File: config.mk
export PLATFORM = sky130hd
export DESIGN_NAME = move_commit_controller
export DESIGN_NICKNAME = d
export VERILOG_FILES = /design/src/rtl/move_ctrl_pkg.sv /design/src/rtl/button_edge_detect.sv /design/src/rtl/move_commit_controller.sv
export SDC_FILE = /design/constraint.sdc
export NUM_CORES = 1
export LEC_CHECK = 0
export ABC_CLOCK_PERIOD_IN_PS = 6300
export CELL_PAD_IN_SITES_DETAIL_PLACEMENT = 1
export CELL_PAD_IN_SITES_GLOBAL_PLACEMENT = 1
export CORE_MARGIN = 1
export CORE_UTILIZATION = 29
export CTS_BUF_LIST = sky130_fd_sc_hd__clkbuf_8
export CTS_CLUSTER_SIZE = 40
export DETAILED_ROUTE_END_ITERATION = 16
export PLACE_DENSITY_LB_ADDON = 0.1
export SLEW_MARGIN = 15
export SYNTH_ARGS = -nofsm -noshare
export SYNTH_HDL_FRONTEND = slang
export SYNTH_SLANG_ARGS = --single-unit
File: constraint.sdc
create_clock -name clk -period 6.3 [get_ports clk]
set_clock_uncertainty 0.15 [all_clocks]
set_input_delay 1.26 -clock clk [delete_from_list [all_inputs] [get_ports clk]]
set_output_delay 1.26 -clock clk [all_outputs]
set_load 0.1 [all_outputs]
File: src/rtl/move_ctrl_pkg.sv
// rtl/move_ctrl_pkg.sv - address map, grid geometry and FSM state codes for the move commit controller
package move_ctrl_pkg;

  localparam int GRID_SIZE   = 16;
  localparam int MEM_DEPTH   = 64;
  localparam int GRID_ROWS   = 9;
  localparam int P0_BASE     = 1;
  localparam int P1_BASE     = 10;
  localparam int SEL_BASE    = 19;
  localparam int TURN_WORD   = 28;
  localparam int BUTTON_WORD = 29;

  localparam logic [3:0] ST_IDLE    = 4'd0;
  localparam logic [3:0] ST_RD_TURN = 4'd1;
  localparam logic [3:0] ST_V_SEL   = 4'd2;
  localparam logic [3:0] ST_V_P0    = 4'd3;
  localparam logic [3:0] ST_V_P1    = 4'd4;
  localparam logic [3:0] ST_C_SEL   = 4'd5;
  localparam logic [3:0] ST_C_OWN   = 4'd6;
  localparam logic [3:0] ST_W_TURN  = 4'd7;
  localparam logic [3:0] ST_DONE    = 4'd8;
  localparam logic [3:0] ST_REJECT  = 4'd9;

endpackage

File: src/rtl/button_edge_detect.sv
// rtl/button_edge_detect.sv - rising-edge detector for the place button
// The history bit resets high so a button held through reset cannot fire.
module button_edge_detect (
  input  logic clk,
  input  logic rst,
  input  logic btn,
  output logic rise
);

  logic btn_prev;

  always_ff @(posedge clk or posedge rst) begin
    if (rst) btn_prev <= 1'b1;
    else     btn_prev <= btn;
  end

  assign rise = btn & ~btn_prev;

endmodule

File: src/rtl/move_commit_controller.sv
// rtl/move_commit_controller.sv - validates a one-hot selection grid and commits it into the mover's grid
module move_commit_controller
  import move_ctrl_pkg::*;
#(
  parameter int SIZE           = GRID_SIZE,
  parameter int DEPTH          = MEM_DEPTH,
  parameter int ROWS           = GRID_ROWS,
  parameter int PLAYER0_START  = P0_BASE,
  parameter int PLAYER1_START  = P1_BASE,
  parameter int SELECTED_START = SEL_BASE,
  parameter int TURN_ADDR      = TURN_WORD,
  localparam int ADDR_W        = $clog2(DEPTH)
) (
  input  logic              clk,
  input  logic              rst,
  input  logic              enable,
  input  logic [SIZE-1:0]   button_data,
  output logic              mem_req,
  input  logic              mem_gnt,
  output logic [ADDR_W-1:0] mem_raddr,
  input  logic [SIZE-1:0]   mem_rdata,
  output logic [ADDR_W-1:0] mem_waddr,
  output logic [SIZE-1:0]   mem_wdata,
  output logic              mem_we,
  output logic              busy,
  output logic              done,
  output logic              reject,
  output logic              last_player
);

  localparam int R_W = $clog2(ROWS);
  localparam int CW  = $clog2(SIZE + 1) + 1;

  logic [3:0]      state;
  logic [SIZE-1:0] sel;
  logic            turn;
  logic            conflict;
  logic [R_W-1:0]  r;
  logic [1:0]      cnt;

  logic            rise;
  logic            last_row;
  logic            hit;
  logic            we_req;
  logic [CW-1:0]   ones;
  logic [1:0]      cnt_sat;
  logic            unused_button_bits;

  assign unused_button_bits = ^button_data[SIZE-1:1];

  button_edge_detect u_button_edge (
    .clk  (clk),
    .rst  (rst),
    .btn  (button_data[0]),
    .rise (rise)
  );

  assign last_row = (r == R_W'(ROWS - 1));
  assign hit      = |(sel & mem_rdata);

  // Only "zero, one, more than one" matters, so the bit count saturates at 2.
  always_comb begin
    ones = CW'(cnt);
    for (int i = 0; i < SIZE; i++) ones = ones + CW'(mem_rdata[i]);
    cnt_sat = (ones >= CW'(2)) ? 2'd2 : ones[1:0];
  end

  always_comb begin
    mem_raddr = '0;
    mem_waddr = '0;
    mem_wdata = '0;
    we_req    = 1'b0;
    case (state)
      ST_RD_TURN: mem_raddr = ADDR_W'(TURN_ADDR);
      ST_V_SEL:   mem_raddr = ADDR_W'(SELECTED_START) + ADDR_W'(r);
      ST_V_P0:    mem_raddr = ADDR_W'(PLAYER0_START) + ADDR_W'(r);
      ST_V_P1:    mem_raddr = ADDR_W'(PLAYER1_START) + ADDR_W'(r);
      ST_C_SEL:   mem_raddr = ADDR_W'(SELECTED_START) + ADDR_W'(r);
      ST_C_OWN: begin
        mem_raddr = (turn ? ADDR_W'(PLAYER1_START) : ADDR_W'(PLAYER0_START)) + ADDR_W'(r);
        mem_waddr = mem_raddr;
        mem_wdata = mem_rdata | sel;
        we_req    = 1'b1;
      end
      ST_W_TURN: begin
        mem_waddr = ADDR_W'(TURN_ADDR);
        mem_wdata = {{(SIZE-1){1'b0}}, ~turn};
        we_req    = 1'b1;
      end
      default: ;
    endcase
  end

  assign mem_we  = we_req & mem_gnt;
  assign busy    = (state != ST_IDLE);
  assign done    = (state == ST_DONE);
  assign reject  = (state == ST_REJECT);
  assign mem_req = busy & ~done & ~reject;

  // DONE and REJECT do not use the port, so they retire without waiting for a grant.
  always_ff @(posedge clk or posedge rst) begin
    if (rst) begin
      state       <= ST_IDLE;
      sel         <= '0;
      turn        <= 1'b0;
      conflict    <= 1'b0;
      r           <= '0;
      cnt         <= '0;
      last_player <= 1'b0;
    end else if (state == ST_IDLE) begin
      if (enable && rise) state <= ST_RD_TURN;
    end else if (state == ST_DONE || state == ST_REJECT) begin
      state <= ST_IDLE;
    end else if (mem_gnt) begin
      case (state)
        ST_RD_TURN: begin
          turn     <= mem_rdata[0];
          r        <= '0;
          cnt      <= '0;
          conflict <= 1'b0;
          state    <= ST_V_SEL;
        end
        ST_V_SEL: begin
          sel   <= mem_rdata;
          cnt   <= cnt_sat;
          state <= ST_V_P0;
        end
        ST_V_P0: begin
          conflict <= conflict | hit;
          state    <= ST_V_P1;
        end
        ST_V_P1: begin
          conflict <= conflict | hit;
          if (!last_row) begin
            r     <= r + 1'b1;
            state <= ST_V_SEL;
          end else if (cnt == 2'd1 && !(conflict | hit)) begin
            r     <= '0;
            state <= ST_C_SEL;
          end else begin
            state <= ST_REJECT;
          end
        end
        ST_C_SEL: begin
          sel   <= mem_rdata;
          state <= ST_C_OWN;
        end
        ST_C_OWN: begin
          if (!last_row) begin
            r     <= r + 1'b1;
            state <= ST_C_SEL;
          end else begin
            state <= ST_W_TURN;
          end
        end
        ST_W_TURN: begin
          last_player <= turn;
          state       <= ST_DONE;
        end
        default: state <= ST_IDLE;
      endcase
    end
  end

endmodule

==> results.sh, run 1 <==
export IMPL_diodes=0
export IMPL_ys_ff_latch=30
export IMPL_synth_cell_types=55
export IMPL_startpoint_type="input pin"
export IMPL_num_vias=2364
export IMPL_slowest_delay_ns=0.61
export IMPL_cp_data_required_time_ns=6.37
export IMPL_maxClockFrequency_ghz=0.193
export IMPL_maxCapViolCount=0
export IMPL_grtUsageTotal=0.186
export IMPL_status="complete, no violations"
export IMPL_synth_edf_count=0
export IMPL_synth_top_flop_cell="dfrtp_1"
export IMPL_drt_iter0_drc=71
export IMPL_period_share=0.821
export IMPL_grt_pass1_vias=2450
export IMPL_final_common_cell="clkdlybuf4s50_1"
export IMPL_post_dp_hpwl_um=5830
export IMPL_place_gp_congestion=0.771
export IMPL_path_max_fanout=5
export IMPL_setup_viol=0
export IMPL_numCtsBuffers=5
export IMPL_rsz0062_at_grt="false"
export IMPL_synth_warnings=0
export IMPL_netlist_instances=292
export IMPL_ctsLongestPathBuffers=2
export IMPL_rows=33
export IMPL_antenna_found_initial=0
export IMPL_period_needed_ns=5.18
export IMPL_cts_max_level=2
export IMPL_die_area_um2=9250
export IMPL_synthArstFlopShare=1.00
export IMPL_end_kind="flip-flop"
export IMPL_grt_first_pass_wirelength_um=12900
export IMPL_syn_to_final_growth_pct=27.2
export IMPL_routed_wl_um=7870
export IMPL_cts_hold_repair_buffers=0
export IMPL_drc=0
export IMPL_nets=401
export IMPL_drive_gt1_frac=0.0704
export IMPL_coreArea_um2=8380
export IMPL_final_hold_violation_count=0
export IMPL_clkLatencyLatePin_ns=0.28
export IMPL_cts_tree="yes"
export IMPL_synth_area_um2=2570
export IMPL_finalMaxSlewViolations=0
export IMPL_synth_yosys_seq_area_share=0.292
export IMPL_numClockSinks=30
export IMPL_crit_type="input pin to flip-flop"
export IMPL_final_cell_mix="53 x clkdlybuf4s50_1, 46 x nor2_1, 29 x dfrtp_1"
export IMPL_start_util=0.307
export IMPL_die_y_um=96.2
export IMPL_path_cells="clkdlybuf4s50_1, fa_1, fa_1, fa_1, inv_1, fa_1, fa_1, fa_1, nor2b_1, a31oi_1, o2111ai_1, nand2_1"
export IMPL_first_pass_iters=4
export IMPL_routed_via_density=5.30
export IMPL_grt_overflow_total=0
export IMPL_cp_slowest_cell="fa_1"
export IMPL_syn_num_nets=353
export IMPL_slew_headroom=0.342
export IMPL_wl_per_cell_um=17.7
export IMPL_post_cts_resized=0
export IMPL_ant_nets=0
export IMPL_path_common_cell="fa_1"
export IMPL_io_pin_count=70
export IMPL_worst_slew_pin_slew_ns=0.984
export IMPL_cts_root_buf="clkbuf_8"
export IMPL_io_buffers=53
export IMPL_cts_clk_slew_worst_paths_ns=0.07
export IMPL_hold_class="flip-flop to flip-flop"
export IMPL_arrival_ns=5.25
export IMPL_die_width_um=96.2
export IMPL_grt_max_degree=31
export IMPL_cts_setup_buffers=0
export IMPL_synth_avg_cell_area_um2=8.81
export IMPL_fin_setup_tns_ns=0
-- metrics by stage --
step           utilization  worst slack (ns)  hold slack, ns  std cells  cell area (um^2)
5_1_grt              0.390             0.946           0.395        446              3270
6_report             0.390              1.12           0.354        446              3270
3_5_place_dp         0.379             0.785           0.345        438              3180
3_3_place_gp         0.379             0.811           0.347        438              3180
4_1_cts              0.390              1.08           0.364        446              3270
2_1_floorplan            -              1.49           0.298        292              2570
-- logic make-up (layout without fill, tap and decap cells) --
group           after synthesis  in the layout  synth area share
mux                          19             19            0.0822
buf+inv                      38             87            0.0633
other cells                   1              1           0.00146
xor+xnor                      4              4            0.0136
compound gates               70             70             0.189
simple gates                105            105             0.199
flops                        30             30             0.292
fa+ha+maj                    25             25             0.160
-- sequential cells by signal (all words and copies together) (netlist names) --
| name | cells |
|---|---|
| u_button_edge.btn_prev | 1 |
| last_player | 1 |
| turn | 1 |
| r | 4 |
| cnt | 2 |
| sel | 16 |
| state | 4 |
| conflict | 1 |
-- worst max-delay path, delay by kind of cell --
| kind | cells | cell delay (ns) |
|---|---|---|
| AOI/OAI and AO/OA | 2 | 0.34 |
| and+or+nand+nor | 2 | 0.25 |
| adders and majority gates | 6 | 2.83 |
| buffers and inverters | 2 | 0.58 |
-- final cells by class --
cell class / count / area, um^2
timing repair buffer: 56 / 553
clock inverter: 2 / 8.76
inverter: 23 / 86.3
tap: 105 / 131
multi-input combinational: 224 / 1660
clock buffer: 6 / 82.6
fill: 1001 / 5110
sequential: 30 / 752
-- per-layer routing --
metal / up-vias / wire length (um) / global-route usage
met2: 56 / 3750 / 0.305
met1: 1172 / 3730 / 0.254
met5: - / 0 / 0
met3: 10 / 273 / 0.0284
met4: 0 / 115 / 0.0485
li1: 1126 / - / -
-- synthesized netlist by cell type, types with 2 or more instances --
cell type,n,share of area
mux2i_1,2,0.0078
o31ai_1,5,0.015
a221oi_1,2,0.0068
o21bai_1,3,0.0088
inv_1,23,0.034
a211oi_1,2,0.0058
a21oi_1,13,0.025
nor4_1,3,0.0073
nand3_1,3,0.0058
mux2_2,7,0.031
nor2_1,46,0.067
fa_1,13,0.10
o221ai_1,4,0.014
o211ai_1,2,0.0058
nor3_1,5,0.0097
nor2b_1,5,0.012
a22oi_1,9,0.026
clkbuf_1,6,0.0088
nand2_1,19,0.028
dfrtp_1,29,0.28
and2_1,2,0.0049
nor3b_1,2,0.0058
buf_2,7,0.014
a21o_1,3,0.0088
nand3b_1,3,0.0088
and3_1,2,0.0049
o21ai_0,13,0.025
nand2b_1,5,0.012
mux2_1,10,0.044
ha_1,12,0.058
xnor2_1,2,0.0068
a31oi_1,2,0.0049
xor2_1,2,0.0068
o22ai_1,3,0.0073
or3_1,3,0.0073
-- final timing paths --
kind,start,endpoint,slack [ns],cells past startpoint
min reg2reg,conflict,conflict,0.35,2
max reg2reg,cnt[0],cnt[1],2.74,10
min,conflict,conflict,0.35,2
max,mem_rdata[0],cnt[1],1.12,12
min in group asynchronous,rst,sel[13],1.20,3
max in group asynchronous,rst,u_button_edge.btn_prev,4.45,3
Power of run 1 is not shown: default switching activity piles up to over one toggle a cycle in this logic, so the estimate is an artifact.
==> run 2: changes to the inputs <==
--- a/config.mk
+++ b/config.mk
@@ -5,7 +5,7 @@
 export SDC_FILE = /design/constraint.sdc
 export NUM_CORES = 1
 export LEC_CHECK = 0
-export ABC_CLOCK_PERIOD_IN_PS = 6300
+export ABC_CLOCK_PERIOD_IN_PS = 5300
 export CELL_PAD_IN_SITES_DETAIL_PLACEMENT = 1
 export CELL_PAD_IN_SITES_GLOBAL_PLACEMENT = 1
 export CORE_MARGIN = 1
==> constraint.sdc (replaced) <==
create_clock -name clk -period 5.3 [get_ports clk]
set_clock_uncertainty 0.15 [all_clocks]
set_input_delay 1.06 -clock clk [delete_from_list [all_inputs] [get_ports clk]]
set_output_delay 1.06 -clock clk [all_outputs]
set_load 0.1 [all_outputs]
==> run 2 against run 1 <==
  * Die area stayed put
  * Via count is 1.1% higher
  * Cell area is 0.42% higher
  * First-iteration DRC count is 7.0% lower
  * Global-route usage is 0.54 points higher
  * Wire length is 0.36% higher
==> results.sh, run 2 (synthesis gave the netlist of run 1 again) <==
export IMPL_post_dp_hpwl_um=5980
export IMPL_io_pin_count=70
export IMPL_io_buffers=53
export IMPL_numClockSinks=30
export IMPL_rsz0062_at_grt="false"
export IMPL_ant_nets=0
export IMPL_cts_max_level=2
export IMPL_fin_setup_tns_ns=0
export IMPL_crit_path_end="cnt[1]"
export IMPL_clkLatencyLatePin_ns=0.29
export IMPL_path_max_fanout=4
export IMPL_place_gp_congestion=0.775
export IMPL_die_area_um2=9250
export IMPL_start_util=0.307
export IMPL_ctsLongestPathBuffers=2
export IMPL_grt_pass1_vias=2494
export IMPL_cts_tree="yes"
export IMPL_slowest_delay_ns=0.59
export IMPL_period_share=0.925
export IMPL_coreArea_um2=8380
export IMPL_maxCapViolCount=0
export IMPL_post_cts_resized=0
export IMPL_finalMaxSlewViolations=0
export IMPL_first_pass_iters=4
export IMPL_routed_via_density=5.26
export IMPL_rows=33
export IMPL_routed_wl_um=7900
export IMPL_r2r_end="cnt[1]"
export IMPL_worst_slew_pin_slew_ns=0.976
export IMPL_grtUsageTotal=0.191
export IMPL_slew_headroom=0.348
export IMPL_cp_data_required_time_ns=5.39
export IMPL_cts_hold_repair_buffers=0
export IMPL_drc=0
export IMPL_reg_top3="sel: 16 flops, r: 4 flops, state: 4 flops"
export IMPL_cp_slowest_cell="fa_1"
export IMPL_crit_type="input pin to flip-flop"
export IMPL_end_kind="flip-flop"
export IMPL_cts_setup_buffers=0
export IMPL_top_register="sel"
export IMPL_crit_path_start="mem_rdata[5]"
export IMPL_diodes=0
export IMPL_syn_to_final_growth_pct=27.7
export IMPL_largest_reg_flops=16
export IMPL_num_vias=2390
export IMPL_hold_class="flip-flop to flip-flop"
export IMPL_path_cells="clkdlybuf4s50_1, fa_1, fa_1, fa_1, inv_1, fa_1, fa_1, fa_1, nor2b_1, a31oi_1, o2111ai_1, nand2_1"
export IMPL_r2r_start="cnt[0]"
export IMPL_final_common_cell="nor2_1"
export IMPL_final_cell_mix="46 x nor2_1, 37 x buf_4, 29 x dfrtp_1"
export IMPL_wl_per_cell_um=17.4
export IMPL_numCtsBuffers=5
export IMPL_worst_r2r_setup_slack_ns=1.74
export IMPL_status="complete, no violations"
export IMPL_cts_clk_slew_worst_paths_ns=0.08
export IMPL_maxClockFrequency_ghz=0.204
export IMPL_die_width_um=96.2
export IMPL_startpoint_type="input pin"
export IMPL_cts_root_buf="clkbuf_8"
export IMPL_rr_worst_depth=10
export IMPL_grt_overflow_total=0
export IMPL_period_needed_ns=4.90
export IMPL_nets=409
export IMPL_final_hold_violation_count=0
export IMPL_drt_iter0_drc=66
export IMPL_crit_family="adder cells"
export IMPL_drive_gt1_frac=0.169
export IMPL_grt_first_pass_wirelength_um=13200
export IMPL_arrival_ns=4.99
export IMPL_setup_viol=0
export IMPL_die_y_um=96.2
export IMPL_critPathBufInv=2
export IMPL_antenna_found_initial=0
export IMPL_grt_max_degree=31
export IMPL_path_common_cell="fa_1"
export IMPL_path_depth=12
==> run 2: cell count changes in the layout (fill, tap and decap cells not counted) <==
cell	delta
buf_4	+34
clkdlybuf4s50_1	-26
clkbuf_8	+2
clkinv_2	-1
inv_1	-1
==> run 2: per-layer routing <==
layer,share of wire,global-route usage,wire (um),vias to the layer above
met5,0,0,0,-
met4,0.014,0.0547,112,0
met3,0.034,0.0316,272,11
met2,0.48,0.323,3800,53
met1,0.47,0.251,3720,1187
li1,-,-,-,1139
==> run 2: worst min path at each step <==
stage	startpoint	endpoint	depth (start not counted)
floorplan	conflict	conflict	2
global placement	sel[9]	sel[9]	1
detailed placement	conflict	conflict	2
CTS	sel[13]	sel[13]	1
global route	sel[13]	sel[13]	1
finish	conflict	conflict	2
==> run 2: through the flow <==
stage          hold slack [ns]  utilization  worst slack (ns)  area (um^2)  instances
2_1_floorplan            0.298            -             0.690         2570        292
3_3_place_gp             0.344        0.379            0.0991         3170        446
3_5_place_dp             0.352        0.379            0.0759         3170        446
4_1_cts                  0.375        0.392             0.385         3280        454
5_1_grt                  0.403        0.392             0.222         3280        454
6_report                 0.362        0.392             0.397         3280        454
==> run 2: worst register-to-register path, cell delays in order, from the launching register on <==
cell and delay (ns):
dfrtp_1 0.44, fa_1 0.53, fa_1 0.52, inv_1 0.05, fa_1 0.44, fa_1 0.41, fa_1 0.40, nor2b_1 0.14
a31oi_1 0.19, o2111ai_1 0.15, nand2_1 0.09
==> run 2: layout make-up <==
class / instances / area [um^2]
Clock buffer: 8 / 110
Fill cell: 998 / 5100
Tap cell: 105 / 131
Multi-Input combinational cell: 224 / 1660
Timing Repair Buffer: 64 / 548
Sequential cell: 30 / 752
Inverter: 23 / 86.3
Power of run 2 is left out for the same reason.
==> run 3: changes to the inputs <==
--- a/config.mk
+++ b/config.mk
@@ -8,7 +8,7 @@
 export ABC_CLOCK_PERIOD_IN_PS = 5300
 export CELL_PAD_IN_SITES_DETAIL_PLACEMENT = 1
 export CELL_PAD_IN_SITES_GLOBAL_PLACEMENT = 1
-export CORE_MARGIN = 1
+export CORE_MARGIN = 10
 export CORE_UTILIZATION = 29
 export CTS_BUF_LIST = sky130_fd_sc_hd__clkbuf_8
 export CTS_CLUSTER_SIZE = 40
==> run 3 against run 2 <==
  * Utilization down 1.9 points
  * Wire length up 5.9%
  * Critical path depth did not move
  * Setup slack got worse by 0.069 ns
  * First-iteration DRC count increased by 29%
  * Sequential share of layout area is 0.34 points higher
  * Fmax decreased by 1.4%
  * Critical path type unchanged
==> results.sh, run 3 (synthesis gave the netlist of run 1 again) <==
export IMPL_cts_max_level=2
export IMPL_cts_hold_repair_buffers=0
export IMPL_finalMaxSlewViolations=0
export IMPL_cts_setup_buffers=0
export IMPL_num_vias=2368
export IMPL_io_pin_count=70
export IMPL_worst_slew_pin_slew_ns=0.983
export IMPL_top_register="sel"
export IMPL_first_pass_iters=4
export IMPL_slew_headroom=0.342
export IMPL_cts_tree="yes"
export IMPL_grtUsageTotal=0.132
export IMPL_ant_nets=0
export IMPL_die_width_um=114
export IMPL_numClockSinks=30
export IMPL_arrival_ns=5.06
export IMPL_antenna_found_initial=0
export IMPL_clkLatencyLatePin_ns=0.29
export IMPL_crit_type="input pin to flip-flop"
export IMPL_maxClockFrequency_ghz=0.201
export IMPL_place_gp_congestion=0.788
export IMPL_fin_setup_tns_ns=0
export IMPL_drt_iter0_drc=85
export IMPL_period_needed_ns=4.97
export IMPL_dpl_instance_area_um2=3150
export IMPL_numCtsBuffers=5
export IMPL_diodes=0
export IMPL_die_y_um=114
export IMPL_cp_data_required_time_ns=5.38
export IMPL_cts_root_buf="clkbuf_8"
export IMPL_wl_per_cell_um=18.5
export IMPL_routed_via_density=5.23
export IMPL_setup_viol=0
export IMPL_final_cell_mix="46 x nor2_1, 34 x buf_4, 29 x dfrtp_1"
export IMPL_startpoint_type="input pin"
export IMPL_final_hold_violation_count=0
export IMPL_dpl_worst_slack_ns=-0.0136
export IMPL_ctsLongestPathBuffers=2
export IMPL_coreArea_um2=8680
export IMPL_final_util=0.373
export IMPL_cts_clk_slew_worst_paths_ns=0.08
export IMPL_rows=34
export IMPL_grt_pass1_vias=2611
export IMPL_path_max_fanout=4
export IMPL_nets=405
export IMPL_grt_overflow_total=0
export IMPL_stdcell_area_um2=3240
export IMPL_syn_to_final_growth_pct=25.9
export IMPL_grt_max_degree=31
export IMPL_hold_class="flip-flop to flip-flop"
export IMPL_period_share=0.938
export IMPL_largest_reg_flops=16
export IMPL_start_util=0.296
export IMPL_post_dp_hpwl_um=6380
export IMPL_die_area_um2=13000
export IMPL_reg_top3="sel: 16 flops, r: 4 flops, state: 4 flops"
export IMPL_grt_first_pass_wirelength_um=13800
export IMPL_post_cts_resized=0
export IMPL_routed_wl_um=8370
export IMPL_status="complete, no violations"
export IMPL_end_kind="flip-flop"
export IMPL_io_buffers=53
export IMPL_drc=0
export IMPL_rsz0062_at_grt="false"
export IMPL_maxCapViolCount=0
export IMPL_setup_ws_ns=0.328
export IMPL_final_common_cell="nor2_1"
export IMPL_drive_gt1_frac=0.159
[run 3: changes by cell type in the layout (fill, tap and decap cells not counted), sizes merged]
cell           change
buf                -3
clkbuf             -2
clkdlybuf4s50      -1
clkinv             +1
inv                +1
[run 3: final timing paths]
check	from	endpoint	slack [ns]	cells after the start
setup / recovery	mem_rdata[11]	cnt[1]	0.33	12
hold / removal	sel[12]	sel[12]	0.37	1
setup reg to reg	cnt[0]	cnt[1]	1.69	10
hold reg to reg	sel[12]	sel[12]	0.37	1
max in group asynchronous	rst	u_button_edge.btn_prev	3.64	3
min in group asynchronous	rst	r[2]	1.01	3
[run 3: area by class of cell]
type / count / area, um^2
Tap cell: 108 / 135
Multi-Input combinational cell: 224 / 1660
Timing Repair Buffer: 60 / 515
Clock inverter: 2 / 8.76
Fill cell: 1054 / 5440
Inverter: 23 / 86.3
Clock buffer: 6 / 82.6
Sequential cell: 30 / 752
[run 3: metrics by stage]
| stage | hold WS, ns | std cells |
|---|---|---|
| CTS | 0.376 | 453 |
| global route | 0.398 | 453 |
| global placement | 0.347 | 445 |
| detailed placement | 0.359 | 445 |
| finish | 0.370 | 453 |
| floorplan | 0.298 | 292 |
[run 3: worst max-delay path, stage by stage]
cell and delay (ns):
clkdlybuf4s50_1 0.51, fa_1 0.62, fa_1 0.44, fa_1 0.49
inv_1 0.05, fa_1 0.45, fa_1 0.41, fa_1 0.39
nor2b_1 0.15, a31oi_1 0.22, o2111ai_1 0.16, nand2_1 0.10
[run 3: layer usage]
metal	share of wire	up-vias	wire, um	GRT usage
met5	0	-	0	0
met4	0.0090	0	75	0.0276
met3	0.046	8	383	0.0377
met2	0.48	50	4020	0.217
met1	0.47	1178	3900	0.168
li1	-	1132	-	-
Power of run 3 is left out for the same reason.
